$ cat src/rtl/alu_unit.sv
// Registered 32-bit integer ALU for the MIPS datapath.
// One-cycle latency: result, Zero and Overflow load on every rising edge.
module alu_unit #(
    parameter int WIDTH = 32
) (
    input  logic             clk,
    input  logic             reset,
    input  logic [WIDTH-1:0] ALUA,
    input  logic [WIDTH-1:0] ALUB,
    input  logic [2:0]       ALUOp,
    output logic [WIDTH-1:0] ALU,
    output logic             Zero,
    output logic             Overflow
);

    localparam logic [2:0] OP_ADD = 3'b000;
    localparam logic [2:0] OP_SUB = 3'b001;
    localparam logic [2:0] OP_OR  = 3'b010;
    localparam logic [2:0] OP_AND = 3'b011;
    localparam logic [2:0] OP_XOR = 3'b100;
    localparam logic [2:0] OP_NOR = 3'b101;
    localparam logic [2:0] OP_SLT = 3'b110;
    localparam logic [2:0] OP_LUI = 3'b111;

    logic [WIDTH-1:0] w_sum;
    logic [WIDTH-1:0] w_diff;
    logic             w_add_ovf;
    logic             w_sub_ovf;
    logic             w_lt;
    logic [WIDTH-1:0] w_res;
    logic             w_ovf;

    logic [WIDTH-1:0] r_alu;
    logic             r_zero;
    logic             r_ovf;

    assign w_sum  = ALUA + ALUB;
    assign w_diff = ALUA - ALUB;

    // Signed overflow from operand and result sign bits.
    assign w_add_ovf = (ALUA[WIDTH-1] == ALUB[WIDTH-1])
                    && (w_sum[WIDTH-1] != ALUA[WIDTH-1]);
    assign w_sub_ovf = (ALUA[WIDTH-1] != ALUB[WIDTH-1])
                    && (w_diff[WIDTH-1] != ALUA[WIDTH-1]);

    assign w_lt = $signed(ALUA) < $signed(ALUB);

    always_comb begin
        w_res = '0;
        w_ovf = 1'b0;
        case (ALUOp)
            OP_ADD: begin
                w_res = w_sum;
                w_ovf = w_add_ovf;
            end
            OP_SUB: begin
                w_res = w_diff;
                w_ovf = w_sub_ovf;
            end
            OP_OR:  w_res = ALUA | ALUB;
            OP_AND: w_res = ALUA & ALUB;
            OP_XOR: w_res = ALUA ^ ALUB;
            OP_NOR: w_res = ~(ALUA | ALUB);
            OP_SLT: w_res = {{(WIDTH-1){1'b0}}, w_lt};
            OP_LUI: w_res = {ALUB[WIDTH-17:0], 16'h0000};
        endcase
    end

    always_ff @(posedge clk) begin
        if (reset) begin
            r_alu  <= '0;
            r_zero <= 1'b1;
            r_ovf  <= 1'b0;
        end else begin
            r_alu  <= w_res;
            r_zero <= (w_res == '0);
            r_ovf  <= w_ovf;
        end
    end

    assign ALU      = r_alu;
    assign Zero     = r_zero;
    assign Overflow = r_ovf;

endmodule

$ cat config.mk
export PLATFORM = sky130hd
export DESIGN_NAME = alu_unit
export DESIGN_NICKNAME = d
export VERILOG_FILES = /design/src/rtl/alu_unit.sv
export SDC_FILE = /design/constraint.sdc
export NUM_CORES = 1
export LEC_CHECK = 0
export BUFFER_PORTS_ARGS = -buffer_cell sky130_fd_sc_hd__buf_2
export CAP_MARGIN = 0
export CORE_MARGIN = 5
export CORE_UTILIZATION = 52
export CTS_BUF_LIST = sky130_fd_sc_hd__clkbuf_16
export CTS_CLUSTER_DIAMETER = 60
export DETAILED_ROUTE_END_ITERATION = 8
export PLACE_DENSITY = 0.85
export RECOVER_POWER = 50
export SLEW_MARGIN = 20
export SYNTH_ARGS = -nofsm -noshare
export SYNTH_HDL_FRONTEND = slang
export SYNTH_SLANG_ARGS = --single-unit
$ cat constraint.sdc
create_clock -name clk -period 4.3 [get_ports clk]
set_clock_uncertainty 0.05 [all_clocks]
set_input_delay 0.86 -clock clk [delete_from_list [all_inputs] [get_ports clk]]
set_output_delay 0.86 -clock clk [all_outputs]
set_load 0.1 [all_outputs]
==> impl_metrics.toml <==
[drt]
drc = 0
num_vias = 8091
drt_pre_antenna_iters = 6
routed_wl_mm = 24.9
wire_per_inst_um = 19.4
routed_via_density = 6.29
drtIter0Drc = 1088
antenna_left = 0

[clocking]
cts.hold.buffers_added = 0
cts_resized = 0
clk_path_buf_depth = 2
numCtsBuffers = 5
cts_root_buf = "clkbuf_16"
cts_max_level = 2
cts_sinks = 34
cts_tree = "built"
cts.reportedPaths.clkPinSlew_ns = 0.05
post_cts.repair.setup_buffers = 0

[synthesis]
yosys.area.top_type = "ha_1"
syn-cell-area_um2 = 6830
synth.avg_cell_area_um2 = 6.89
synth_top_cells_by_area = "ha_1 18%, dfxtp_1 10%, a21oi_1 8.6%"
yosys.area.top_type_share_pct = 17.6
synthCells = 990
synthFlopType = "dfxtp_1"
ys_seq_elements = 34
yosys_warnings = 0
syn_nets = 1157
ys_types = 89
synth_edf_count = 0
synthArstFlopShare_pct = 0
yosysSeqAreaShare_pct = 9.97

[cells_and_area]
fin_nets = 1280
layout-drive-gt1-share_pct = 16.7
area.growth.synth_to_final_pct = 17.7
mostFrequentLayoutCell = "a21oi_1"
final_cell_mix = "117 x a21oi_1, 109 x nor2_1, 96 x inv_1, 96 x ha_1, 78 x buf_4"
final_cell_area_um2 = 8040
antenna_cells = 0

[hold_path]
hp-class = "primary input to flop"
hp-start = "reset"

[global_routing]
grt_util_met3_pct = 6.17
antenna_found_initial = 0
globalRouteOverflowTotal = 0
grt_pass1_wl_mm = 39.2
met2_usage_pct = 45.8
grt_max_degree = 43
grt_busiest_layer = "met2"
grt_pass1_vias = 7507
grt_usage_pct = 30.3
use_met1_pct = 42.0

[worst_setup_path]
cp.depth = 15
worstSetupPathType = "primary input to flop"
crit_fanout = 4
worstPathCellList = "buf_2 > buf_4 > ha_1 > fa_1 > a21o_1 > a221o_1 > a211o_1 > a211oi_2 > xnor2_1 > nor2_1 > a2bb2oi_1 > nand4_1 > nor4_1 > nand4_1 > o41ai_2"
path_buf_inv = 2
slowest_stage = "fa_1"
slowest_delay_ns = 0.41
crit_top_cell = "nand4_1"
critPathLaunchType = "primary input"
arrival_ns = 4.28
critical-path-top-delay-family = "compound AO/OA/AOI/OAI gates"
crit_path_end = "Zero"
crit_required_ns = 4.42
endpoint_kind = "flop"
worstSetupStartpoint = "ALUA[0]"

[die]
die_w_um = 125
dieArea_um2 = 15500
start_util_pct = 53.6
design.core.area_um2 = 12700
fp.dieH_um = 125
io_pins = 103
rows = 41

[sta]
fin_crit_sh_pct = 96.7
hold_viol = 0
setup_tns_ns = 0
finalHoldWorstSlack_ns = 0.981
min_period_ns = 4.16
timing.final.ws_setup_ns = 0.141
slew_headroom_pct = 20.9
tightestPinTransition_ns = 1.19
setup_violations = 0
fmax_mhz = 240
maxSlewViolCount = 0
rsz0062_at_grt = "false"

[placement]
dp_hpwl_mm = 20.0
place_ws_ns = -0.0921
dpl_cell_area_um2 = 7880
portBuffers = 102
gp_congestion = 1.05

[power]
p_leak_uw = 0.00369
powerDensity_nw_per_um2 = 256
peakVddDrop_uv = 202

[run_status]
status = "completed"

[run]
maxCapViolations = 0
-- stage by stage --
stage	cells	util (%)	total power [uW]
after floorplan	990	-	1220
after global placement	1278	62.0	1560
after detailed placement	1278	62.0	1580
after CTS	1286	63.5	2040
after global routing	1286	63.2	2160
final	1286	63.2	2060
-- how the worst min path moves through the flow --
stage                         end  depth (start not counted)  slack (ns)
final                     ALU[29]                          2        0.98
after floorplan           ALU[26]                          4        1.08
after global routing      ALU[16]                          2        1.01
after CTS                 ALU[29]                          2        0.97
after global placement    ALU[11]                          2        1.25
after detailed placement  ALU[24]                          2        1.25
-- layout make-up --
class	instances	area, um^2
multi-input combinational	795	5500
fill	1190	4690
timing repair buffer	181	1090
sequential	34	681
inverter	96	360
tap	172	215
clock buffer	5	125
clock inverter	3	68.8
-- power by group --
group / total (uW) / internal, uW / switching [uW]
Clock: 455 / 332 / 122
Combinational: 1250 / 414 / 839
Sequential: 352 / 345 / 7.20
-- metal layers --
layer  share of wire (%)  vias to the layer above
met3                  14                       83
li1                    -                     3798
met4                 4.2                        0
met5                   0                        -
met1                  41                     3622
met2                  41                      588
-- cells in the mapped netlist (4+ instances only) --
cell type	n
dfxtp_1	34
o21bai_1	4
nor2b_1	13
o41ai_1	4
mux2_2	4
nand3_1	24
o22ai_1	12
a21boi_0	5
a211o_1	4
a21o_1	4
and3_1	6
buf_4	4
or3_1	6
a31oi_1	6
ha_1	96
buf_1	11
mux2i_1	24
o31ai_1	5
a211oi_1	15
nand4_1	10
nor2_1	109
nor3_1	25
buf_2	18
a221o_1	5
nor4_1	6
inv_1	96
nand2b_1	6
and2_1	10
a221oi_1	9
o311ai_1	4
clkbuf_1	31
nand2_1	67
a22o_1	5
xnor2_1	23
o221ai_1	6
a21oi_1	117
o211ai_1	17
o21ai_0	66
-- registers in the layout, summed over array words and instances, names as in the netlist --
name,flops
Zero,1
Overflow,1
ALU,32
-- logic make-up after synthesis --
| group | Yosys count | share of synthesized area [%] |
|---|---|---|
| compound gates | 336 | 33.0 |
| xor+xnor | 26 | 3.34 |
| fa+ha+maj | 98 | 18.2 |
| buf+inv | 161 | 9.51 |
| flops | 34 | 9.97 |
| mux | 29 | 4.34 |
| simple gates | 306 | 21.7 |
No activity file was read; power rests on OpenSTA's default activity.
